==> src/rtl/lc3b_types.sv <==
// Shared LC-3b types: Wishbone bus widths and the memory arbiter's state/port enums.
package lc3b_types;

  localparam int WB_ADDR_W = 16;
  localparam int WB_DATA_W = 16;
  localparam int WB_SEL_W  = 2;

  typedef enum logic [1:0] {
    IDLE,
    GRANT_I,
    GRANT_D
  } lc3b_arb_state;

  typedef enum logic {
    INSTR,
    DATA
  } lc3b_arb_port;

  // A disabled watchdog (timeout 0) still gets a 1-bit counter so it elaborates.
  function automatic int wd_width(input int timeout);
    return (timeout < 1) ? 1 : $clog2(timeout + 1);
  endfunction

endpackage

==> src/rtl/wishbone_arbiter_watchdog.sv <==
// Saturating wait counter that flags a grant which has waited too long for ACK/RTY.
module arbiter_watchdog
  import lc3b_types::*;
#(
  parameter int TIMEOUT_CYCLES = 255
) (
  input  logic clk,
  input  logic reset_n,
  input  logic clear_i,
  input  logic enable_i,
  output logic expired_o
);

  localparam int CW = wd_width(TIMEOUT_CYCLES);
  localparam int EXP_INT = (TIMEOUT_CYCLES == 0) ? 0 : TIMEOUT_CYCLES - 1;
  localparam logic [CW-1:0] EXP_AT  = EXP_INT[CW-1:0];
  localparam logic [CW-1:0] CNT_MAX = '1;

  logic [CW-1:0] count_q, count_d;

  always_comb begin
    count_d = count_q;
    if (clear_i) begin
      count_d = '0;
    end else if (enable_i && (count_q != CNT_MAX)) begin
      count_d = count_q + CW'(1);
    end
  end

  always_ff @(posedge clk or negedge reset_n) begin
    if (!reset_n) begin
      count_q <= '0;
    end else begin
      count_q <= count_d;
    end
  end

  // Expiry is only meaningful while waiting, so it is qualified by enable_i.
  assign expired_o = (TIMEOUT_CYCLES != 0) && enable_i && (count_q == EXP_AT);

endmodule

==> src/rtl/wishbone_arbiter.sv <==
// Two-port round-robin Wishbone arbiter sharing one memory port between fetch and MEM stage.
module wishbone_arbiter
  import lc3b_types::*;
#(
  parameter int TIMEOUT_CYCLES = 255
) (
  input  logic                 clk,
  input  logic                 reset_n,
  input  logic                 iwb_cyc_i,
  input  logic                 iwb_stb_i,
  input  logic                 iwb_we_i,
  input  logic [WB_SEL_W-1:0]  iwb_sel_i,
  input  logic [WB_ADDR_W-1:0] iwb_adr_i,
  input  logic [WB_DATA_W-1:0] iwb_dat_i,
  output logic [WB_DATA_W-1:0] iwb_dat_o,
  output logic                 iwb_ack_o,
  output logic                 iwb_rty_o,
  input  logic                 dwb_cyc_i,
  input  logic                 dwb_stb_i,
  input  logic                 dwb_we_i,
  input  logic [WB_SEL_W-1:0]  dwb_sel_i,
  input  logic [WB_ADDR_W-1:0] dwb_adr_i,
  input  logic [WB_DATA_W-1:0] dwb_dat_i,
  output logic [WB_DATA_W-1:0] dwb_dat_o,
  output logic                 dwb_ack_o,
  output logic                 dwb_rty_o,
  output logic                 mwb_cyc_o,
  output logic                 mwb_stb_o,
  output logic                 mwb_we_o,
  output logic [WB_SEL_W-1:0]  mwb_sel_o,
  output logic [WB_ADDR_W-1:0] mwb_adr_o,
  output logic [WB_DATA_W-1:0] mwb_dat_o,
  input  logic [WB_DATA_W-1:0] mwb_dat_i,
  input  logic                 mwb_ack_i,
  input  logic                 mwb_rty_i
);

  lc3b_arb_state state_q;
  lc3b_arb_port  last_grant_q;
  logic i_req, d_req, granted, mem_done, owner_cyc, expired;

  assign i_req     = iwb_cyc_i & iwb_stb_i;
  assign d_req     = dwb_cyc_i & dwb_stb_i;
  assign granted   = (state_q != IDLE);
  assign mem_done  = mwb_ack_i | mwb_rty_i;
  assign owner_cyc = (state_q == GRANT_I) ? iwb_cyc_i : dwb_cyc_i;

  arbiter_watchdog #(
    .TIMEOUT_CYCLES(TIMEOUT_CYCLES)
  ) u_watchdog (
    .clk      (clk),
    .reset_n  (reset_n),
    .clear_i  (!granted),
    .enable_i (granted & ~mem_done),
    .expired_o(expired)
  );

  // On contention the port that did not win last time is granted.
  always_ff @(posedge clk or negedge reset_n) begin
    if (!reset_n) begin
      state_q      <= IDLE;
      last_grant_q <= INSTR;
    end else begin
      unique case (state_q)
        IDLE: begin
          if (i_req && (!d_req || (last_grant_q == DATA))) begin
            state_q      <= GRANT_I;
            last_grant_q <= INSTR;
          end else if (d_req) begin
            state_q      <= GRANT_D;
            last_grant_q <= DATA;
          end
        end
        GRANT_I, GRANT_D: begin
          if (mem_done || !owner_cyc || expired) state_q <= IDLE;
        end
        default: state_q <= IDLE;
      endcase
    end
  end

  // A watchdog expiry drops CYC/STB and answers the owner with RTY in the same cycle.
  always_comb begin
    mwb_cyc_o = 1'b0;
    mwb_stb_o = 1'b0;
    mwb_we_o  = 1'b0;
    mwb_sel_o = '0;
    mwb_adr_o = '0;
    mwb_dat_o = '0;
    iwb_ack_o = 1'b0;
    iwb_rty_o = 1'b0;
    dwb_ack_o = 1'b0;
    dwb_rty_o = 1'b0;
    case (state_q)
      GRANT_I: begin
        mwb_cyc_o = iwb_cyc_i & ~expired;
        mwb_stb_o = iwb_stb_i & ~expired;
        mwb_we_o  = iwb_we_i;
        mwb_sel_o = iwb_sel_i;
        mwb_adr_o = iwb_adr_i;
        mwb_dat_o = iwb_dat_i;
        iwb_ack_o = mwb_ack_i;
        iwb_rty_o = mwb_rty_i | expired;
      end
      GRANT_D: begin
        mwb_cyc_o = dwb_cyc_i & ~expired;
        mwb_stb_o = dwb_stb_i & ~expired;
        mwb_we_o  = dwb_we_i;
        mwb_sel_o = dwb_sel_i;
        mwb_adr_o = dwb_adr_i;
        mwb_dat_o = dwb_dat_i;
        dwb_ack_o = mwb_ack_i;
        dwb_rty_o = mwb_rty_i | expired;
      end
      default: ;
    endcase
  end

  assign iwb_dat_o = mwb_dat_i;
  assign dwb_dat_o = mwb_dat_i;

endmodule
==> config.mk <==
export PLATFORM = sky130hd
export DESIGN_NAME = wishbone_arbiter
export DESIGN_NICKNAME = d
export VERILOG_FILES = /design/src/rtl/lc3b_types.sv /design/src/rtl/wishbone_arbiter_watchdog.sv /design/src/rtl/wishbone_arbiter.sv
export SDC_FILE = /design/constraint.sdc
export NUM_CORES = 1
export LEC_CHECK = 0
export CORE_ASPECT_RATIO = 0.9
export CORE_MARGIN = 2
export CORE_UTILIZATION = 25
export CTS_CLUSTER_DIAMETER = 200
export DETAILED_ROUTE_END_ITERATION = 8
export PLACE_DENSITY_LB_ADDON = 0.08
export REMOVE_ABC_BUFFERS = 1
export SYNTH_ARGS = -nofsm -noshare
export SYNTH_HDL_FRONTEND = slang
export SYNTH_SLANG_ARGS = --single-unit
==> constraint.sdc <==
create_clock -name clk -period 4.4 [get_ports clk]
set_clock_uncertainty 0.1 [all_clocks]
set_input_delay 0.66 -clock clk [delete_from_list [all_inputs] [get_ports clk]]
set_output_delay 0.66 -clock clk [all_outputs]
set_load 0.1 [all_outputs]
* Yosys cells after proc, flatten, opt, wreduce, memory -nomap -nowiden
Cells that the tools add are included.
** Storage, ports and cells
- Register bits :: 11
- Bits of input ports :: 94
- Word-level logic and storage cells :: 55
** Operators by class
- $add $sub $neg :: 1
- Equality and inequality tests :: 7
- Mux-type cells :: 19
- Bitwise logic cells :: 11
- Reduce and logical (&&, ||, !) cells :: 14
** Operators with widths (number)
- $pmux W16 S2 :: 2
- $mux W8 :: 2
- $add A8 B1 Y8 const B :: 1
- $eq A8 B8 Y1 const B :: 1
- $ne A8 B8 Y1 const B :: 1
- $pmux W2 S2 :: 2
- $and A1 B1 Y1 :: 7
- $mux W1 :: 7
- $mux W2 :: 3
- $pmux W1 S2 :: 3
- $reduce_and A2 Y1 :: 2
- $reduce_bool A2 Y1 :: 2
- $logic_and A1 B1 Y1 :: 3
- $logic_or A1 B1 Y1 :: 3
- $ne A3 B3 Y1 const B :: 1
- $eq A2 B1 Y1 const B :: 1
- $eq A2 B2 Y1 const B :: 1
- $logic_not A1 Y1 :: 2
- $logic_not A2 Y1 :: 1
- $ne A2 B1 Y1 const B :: 1
- $ne A2 B2 Y1 const B :: 1
- $not A1 Y1 :: 2
- $or A1 B1 Y1 :: 2
- $reduce_or A2 Y1 :: 1

* Depth between registers and ports, before layout
Gate-level depths: netlist of run 1.
- Depth after elaboration :: 7
- Gate-level depth with buffers :: 6
- Mapped depth without buffers :: 5

* By module
Synthesis of run 1 repeated with hierarchy kept, for this count alone.
** Unflattened totals
- Cell total of the unflattened synthesis :: 195
- Area total of the unflattened synthesis :: 1557.7 um^2
** Modules (own cells, without submodules)
- wishbone_arbiter :: instances 1, cells each 144, area an instance 1057.3 um^2
- arbiter_watchdog :: instances 1, cells each 51, area an instance 500.5 um^2

* Worst setup path before layout of run 1
OpenSTA, ideal clock, no wires.
- Path type :: register -> output
- Start point :: reg state_q[0]
- End point :: out mwb_adr_o[12]
- Data arrival time :: 2.572 ns
- Data required time :: 3.640 ns
- Slack :: 1.068 ns
- Stages on the path, launching flop included :: 7
- Cells stage by stage :: dfrtp_1 > inv_1 > ha_1 > buf_2 > buf_1 > a22oi_1 > nor2b_1
** On the way
- Word-level cells in the longest chain between the ends :: 2
** Ends and longest elaborated chain
- start: declaration :: line wishbone_arbiter.sv:38 : lc3b_arb_state state_q;
- start signal: assignment :: line wishbone_arbiter.sv:61 : state_q <= IDLE;
- start signal: assignment :: line wishbone_arbiter.sv:67 : state_q <= GRANT_I;
- start signal: assignment :: line wishbone_arbiter.sv:70 : state_q <= GRANT_D;
- $eq A2 B2 Y1 or $eq A2 B1 Y1 (tied branches) :: line wishbone_arbiter.sv:94 : case (state_q)
- $pmux W16 S2 * :: line wishbone_arbiter.sv:94
- end: declaration :: line wishbone_arbiter.sv:31 : output logic [WB_ADDR_W-1:0] mwb_adr_o,
Every way passes the cells marked *; elsewhere a longest branch is shown, timed or not.

* Final worst setup path of run 1
- Start point :: in mwb_ack_i
- End point :: out mwb_cyc_o
** On the way
- Word-level cells in the longest chain between the ends :: 7
** Ends and longest elaborated chain
- start: declaration :: line wishbone_arbiter.sv:34 : input logic mwb_ack_i,
- $or A1 B1 Y1 * :: line wishbone_arbiter.sv:45 : assign mem_done = mwb_ack_i | mwb_rty_i;
- $not A1 Y1 * :: line wishbone_arbiter.sv:54 : .enable_i (granted & ~mem_done),
- $and A1 B1 Y1 * :: line wishbone_arbiter.sv:54
- $logic_and A1 B1 Y1 * :: line wishbone_arbiter_watchdog.sv:39 : assign expired_o = (TIMEOUT_CYCLES != 0) && enable_i && (count_q == EXP_AT);
- $not A1 Y1 * :: line wishbone_arbiter.sv:96, wishbone_arbiter.sv:106
- $and A1 B1 Y1, on equally long branches :: line wishbone_arbiter.sv:106, wishbone_arbiter.sv:96
- $pmux W1 S2 * :: line wishbone_arbiter.sv:94
- end: declaration :: line wishbone_arbiter.sv:27 : output logic mwb_cyc_o,
Marked as above.

==> results by group, run 1 <==
Critical path
  – CP Launch Type: input port
  – Number of cells on the critical path: 5
  – Slowest CP cell: o41ai_1
  – CP max FO: 8
  – Top Family by Delay on Critical Path: buffers and inverters
  – Data arrival, critical path: around 2500 ps
  – Kind of critical path: input port to output port
  – Crit path from: mwb_ack_i
  – R2R depth: 6
  – CP Buf/Inv Count: 2
  – FF-to-FF Start: state_q[1]
  – Slowest stage delay, CP: 630 ps
  – Worst-path cell chain: clkdlybuf4s50_1, or2_1, o41ai_1, nor2_1, buf_4
  – Reg2reg end: state_q[1]
  – Worst reg-to-reg setup slack: 2360 ps
  – Worst EP required: about 3600 ps
  – Crit path capture type: output port
  – End point of the critical path: mwb_cyc_o

Power
  – Cell Pwr Density: 687.3 nW/um^2
  – LEAKAGE: between 1 and 1.5 nW
  – VDD IR max: 0.3687 mV

Layout
  – Area grow syn2layout: 58.73%
  – Most frequent cells in the layout: clkdlybuf4s50_1, buf_4, nor2b_1
  – Antenna Cells: 0
  – Nets@finish: 382
  – Most common cell after layout, fill and taps aside: clkdlybuf4s50_1
  – Share of cells above drive strength 1: 20.92%
  – Design area: approximately 2600 sq um

Synthesis
  – Synth Cell Area: 1640 sq um
  – Register area share after synthesis: 16.78%
  – Seq cells post-synth: 11
  – Mean post-synth cell area: between 8 and 9 sq um
  – Main combinational cell family by area after synthesis: simple AND/OR/NAND/NOR gates
  – Yosys cell types: 44
  – Ys flop type: dfrtp_1
  – Ys async rst share: 100.0%
  – Yosys Warn Count: 0
  – Synth Area in XOR/XNOR: 0%
  – Synth top area share: between 10% and 20%
  – Post-synth top area cell: dfrtp_1
  – Synth Area in Compound Gates: 25.78%
  – Synthesized-area fraction occupied by adder cells: 3.814%
  – Cells after Synth: 202
  – Post-Synth Simple-Gate Area: 30.59%
  – Post-synthesis mux area share: 3.890%
  – Synth top area cells: dfrtp_1, a22oi_1, buf_4
  – Post-synth EDFFs: 0

Routing
  – Vias: between 1500 and 2000
  – Detailed Route WL: 6.299 mm
  – Drt pass-1 iters: 4
  – Routed length per placed instance: 17.07 um
  – DR iter-0 viols: 60
  – Post-route DRC: 0
  – Number of nets still failing antenna checks after routing: 0
  – DR vias/cell: a little under 5

CTS
  – CTS tree: built
  – Hold_buf cts: 0
  – Skew-Pair Late Insertion Delay: 250 ps
  – PostCTS Resize Cnt: 0
  – CTS max path bufs: 2
  – Clock Root Buffer: clkbuf_8
  – Sink Count: 11
  – Postcts setup bufs: 0
  – CTS buffer count: 3
  – Worst-path clk slew: 50 ps
  – H-tree levels: 1

Floorplan
  – Die Ht: 80.85 um
  – Die ar.: slightly above 7000 sq um
  – Core Area: 6216 sq um
  – Row count: 27
  – Initial Util: 26.39%
  – I/O pin total: 167
  – Die X-Extent: 89.39 um

Global route
  – Tot GR Track Use: 15.86%
  – Largest net degree at the start of global routing: 40
  – Antenna violations before repair: 0
  – First-pass GRT wire length: 8.811 mm
  – Grt ovf: 0
  – Vias in the first global route: 1677

Placement
  – Placed cell area: 2559 sq um
  – HPWL Detailed: approximately 4.9 mm
  – Port Buf Inserts: about 120
  – Final Wtd Congestion: 0.7863

Timing
  – Final Max Tran Viols: 0
  – Worst-Margin Slew: 645.5 ps
  – Setup violators final: 0
  – Fin Hold WS: approximately 450 ps
  – Period utilization: 74.95%
  – Setup TNS: 0 ps
  – Min cycle time layout: 3298 ps
  – FMAX: ~300 MHz
  – Final hold vios: 0
  – RSZ-0062 raised after global routing: false
  – Worst rel slew slack: 56.97%

Run status
  – Status: finished clean

Min path
  – Hold WC Path Type: register to register

Job
  – Max Cap Violations: 0
[flip-flops by register name, summed over array words and instances, names as in the netlist]
name / flops
u_watchdog.count_q: 8
last_grant_q: 1
state_q: 2
[per-stage QoR]
stage	instances	power, mW	worst slack [ps]	utilization, %
finish	369	1.790	1102	41.89
global route	369	1.878	992.0	41.89
CTS	369	1.811	1116	41.89
detailed placement	365	1.699	1132	41.16
global placement	365	1.701	1174	41.16
floorplan	157	1.322	823.7	-
[cell usage after synthesis, drive strengths merged (2+ instances only)]
master	instances
buf	37
nor2b	37
a22oi	35
dfrtp	11
clkbuf	8
inv	6
nor2	6
and2	5
ha	5
a21oi	4
a31oi	4
a211oi	3
and3	3
and4	3
mux2	3
mux2i	3
nor3	3
nand2	2
nand2b	2
nand3	2
nand4b	2
nor4b	2
o41ai	2
[worst register-to-register path: cells and delay by family (launching register included)]
kind	cells	cell delay, ps
AO/OA/AOI/OAI	1	210
adder cells (fa/ha/maj)	1	150
buffers and inverters	2	470
flip-flops	1	400
multiplexers	1	420
AND/OR/NAND/NOR	1	220
[metal layers]
layer  track usage (%)  vias to the layer above  part of all wire [%]
met5            0.7576                        -                     0
met4             4.030                        0                   1.3
met3             7.114                        6                    11
met2             25.48                      107                    47
met1             19.23                      819                    41
li1                  -                      868                     -
[cells by family after synthesis]
logic type | count (synthesis)
mux | 6
buf+inv | 51
flops | 11
simple gates | 74
compound gates | 55
fa+ha+maj | 5
[worst min path at each step]
stage                       from      endpoint  slack [ps]  cells past startpoint
global placement    last_grant_q  last_grant_q         450                      2
finish              last_grant_q  last_grant_q         450                      2
detailed placement  last_grant_q  last_grant_q         430                      2
CTS                 last_grant_q  last_grant_q         450                      2
global route        last_grant_q  last_grant_q         490                      2
floorplan                reset_n  last_grant_q         260                      0
[where the power goes]
part	internal, mW	switching (mW)
sequential	0.118	0.0156
combinational	0.424	1.12
clock	0.0640	0.0429
total	0.606	1.18
[area by class of cell]
cell class,count,area [sq um]
well taps,87,108.9
clock buffers,4,45.04
inverters,6,22.52
repair buffers,121,1101
multi-input cells,140,1051
flip-flops and latches,11,275.3
fillers,650,3612
(Power assumes the default switching activity.)
==> run 2: changes to the inputs <==
- clock period: 4.4 -> 3.1 ns (I/O delays scaled with it)
==> run 2 against run 1 <==
- worst setup slack got worse by 640 ps
- cell count grew 0.81%
- power increased by 68%
- highest routed layer unchanged
- critical endpoint is now mwb_sel_o[1]
- via count increased by 0.94%
- flip-flop and latch count unchanged
- combinational power increased by 73%
==> results by group, run 2 (synthesized netlist as in run 1, its figures left out) <==
CTS
  – CTS max path bufs: 2 (unchanged)
  – Hold_buf cts: 0 (unchanged)
  – Postcts setup bufs: 0 (unchanged)
  – CTS tree: built
  – Skew-Pair Late Insertion Delay: 230 ps (-20 ps)
  – PostCTS Resize Cnt: 0 (unchanged)
  – Sink Count: 11 (unchanged)
  – CTS buffer count: 3 (unchanged)
  – Worst-path clk slew: 50 ps (about the same)
  – Clock Root Buffer: clkbuf_8
  – H-tree levels: 1 (unchanged)

Timing
  – RSZ-0062 raised after global routing: false
  – Period utilization: 85.03%
  – Worst setup margin: 464.0 ps (-638.1 ps)
  – Worst rel slew slack: 65.12% (+8.2 points)
  – Min cycle time layout: 2636 ps
  – Setup violators final: 0 (unchanged)
  – Final Max Tran Viols: 0 (unchanged)
  – Setup TNS: 0 ps (unchanged)
  – Fin Hold WS: 430.6 ps (-21.05 ps)
  – Final hold vios: 0 (unchanged)
  – Worst-Margin Slew: 521.5 ps (-124.0 ps)
  – FMAX: 379.4 MHz

Layout
  – Most frequent cells in the layout: clkdlybuf4s50_1, buf_12, nor2b_1
  – Area grow syn2layout: 91.38%
  – # fillers: 608 (-6.5%)
  – Share of cells above drive strength 1: 21.75% (+0.83 points)
  – Max FFs per register: 8 (unchanged)
  – Biggest regs: u_watchdog.count_q: 8 flops, state_q: 2 flops, last_grant_q: 1 flops
  – Top reg by flops: u_watchdog.count_q
  – Nets@finish: 385 (+0.79%)
  – Antenna Cells: 0 (unchanged)
  – Utilization after layout: 50.50% (+8.6 points)
  – Design area: 3139 sq um (+21%)
  – Post-route insts no fill: 372 (+0.81%)
  – Most common cell after layout, fill and taps aside: clkdlybuf4s50_1

Critical path
  – Number of cells on the critical path: 5 (unchanged)
  – Worst EP required: 2530 ps (-1110 ps)
  – Kind of critical path: register to output port
  – R2R depth: 6 (unchanged)
  – Data arrival, critical path: 2070 ps (-470 ps)
  – Worst reg-to-reg setup slack: 810 ps (-1550 ps)
  – CP max FO: 23 (+15)
  – Crit path capture type: output port
  – Top Family by Delay on Critical Path: buffers and inverters
  – Slowest CP cell: ha_1
  – Slowest stage delay, CP: 570 ps (-60 ps)
  – CP Launch Type: register
  – Worst-path cell chain: inv_1, ha_1, buf_4, nor2b_1, buf_12
  – CP Buf/Inv Count: 3 (+1)

Job
  – Max Cap Violations: 0 (unchanged)

Routing
  – Vias: 1817 (+0.94%)
  – Drt pass-1 iters: 4 (unchanged)
  – Routed length per placed instance: 17.85 um (+4.6%)
  – DR vias/cell: 4.884 (+0.13%)
  – DR iter-0 viols: 66 (+10%)
  – Detailed Route WL: 6.640 mm (+5.4%)
  – Number of nets still failing antenna checks after routing: 0 (unchanged)
  – Post-route DRC: 0 (unchanged)

Placement
  – Placed cell area: 3094 sq um (+21%)
  – Final Wtd Congestion: 0.8029 (+2.1%)
  – Dpl ws: 470.5 ps (-661.2 ps)
  – Placed cell count: 368 (+0.82%)
  – Port Buf Inserts: 118 (unchanged)
  – HPWL Detailed: 5.348 mm (+9.0%)

Run status
  – Status: finished clean

Floorplan
  – Die Ht: 80.85 um (unchanged)
  – I/O pin total: 167 (unchanged)
  – Initial Util: 26.39% (unchanged)
  – Row count: 27 (unchanged)
  – Die ar.: 7226 sq um (unchanged)
  – Die X-Extent: 89.39 um (unchanged)
  – Core Area: 6216 sq um (unchanged)

Global route
  – GRT Max-Usage Layer: met2
  – Met2 usage: 27.78% (+2.3 points)
  – Tot GR Track Use: 16.41% (+0.55 points)
  – First-pass GRT wire length: 9.190 mm (+4.3%)
  – Vias in the first global route: 1680 (+0.18%)
  – Antenna violations before repair: 0 (unchanged)
  – Grt ovf: 0 (unchanged)
  – Largest net degree at the start of global routing: 40 (unchanged)
  – Met3 usage: 5.996% (-1.1 points)
  – Met1 GRT Util: 20.73% (+1.5 points)

Power
  – Cell Pwr Density: 959.7 nW/um^2 (+40%)
  – VDD IR max: 0.7237 mV (+96%)
  – LEAKAGE: 1.153 nW (+13%)
  – Final Power: 3.013 mW (+68%)

Min path
  – Hold WC Path Type: register to register
  – WHS Path Cells: 2 (unchanged)
[run 2: cell types whose count changed in the layout (fill, tap and decap cells not counted)]
| cell | change |
|---|---|
| buf_12 | +41 |
| buf_4 | -38 |
[run 2: report_power, final]
part	internal, mW	switching, mW	leakage (nW)
clock	0.0900	0.0505	0.0228
combinational	0.988	1.69	0.981
sequential	0.168	0.0222	0.149
[run 2: worst paths after layout]
check,startpoint,endpoint
max in group asynchronous,reset_n,state_q[1]
min in group asynchronous,reset_n,u_watchdog.count_q[5]
worst min register to register,last_grant_q,last_grant_q
worst max register to register,state_q[0],state_q[1]
worst max-delay path,state_q[0],mwb_sel_o[1]
worst min-delay path,last_grant_q,last_grant_q
[run 2: area by class of cell]
| class | count | area (sq um) | area share [%] |
|---|---|---|---|
| Inverter | 6 | 22.52 | 0.7174 |
| Clock buffer | 4 | 45.04 | 1.435 |
| Sequential cell | 11 | 275.3 | 8.768 |
| Tap cell | 87 | 108.9 | 3.468 |
| Multi-Input combinational cell | 140 | 1051 | 33.48 |
| Timing Repair Buffer | 124 | 1637 | 52.13 |
[run 2: worst reg2reg max path, cell delays in order, from the launching register on]
cell and delay (ps):
dfrtp_1 370, inv_1 90, ha_1 570, buf_4 320
nor3b_1 280, o311ai_2 190, a221oi_2 280
[run 2: layer usage]
layer  wire length (um)  share of wire [%]
met5                  0                  0
met4                 44               0.66
met3                602                9.1
met2               3271                 49
met1               2721                 41
==> run 3: changes to the inputs <==
- CTS_CLUSTER_SIZE: unset -> 25
==> results of run 3 <==
The final DEF is identical to that of run 2; final timing and power are the same.
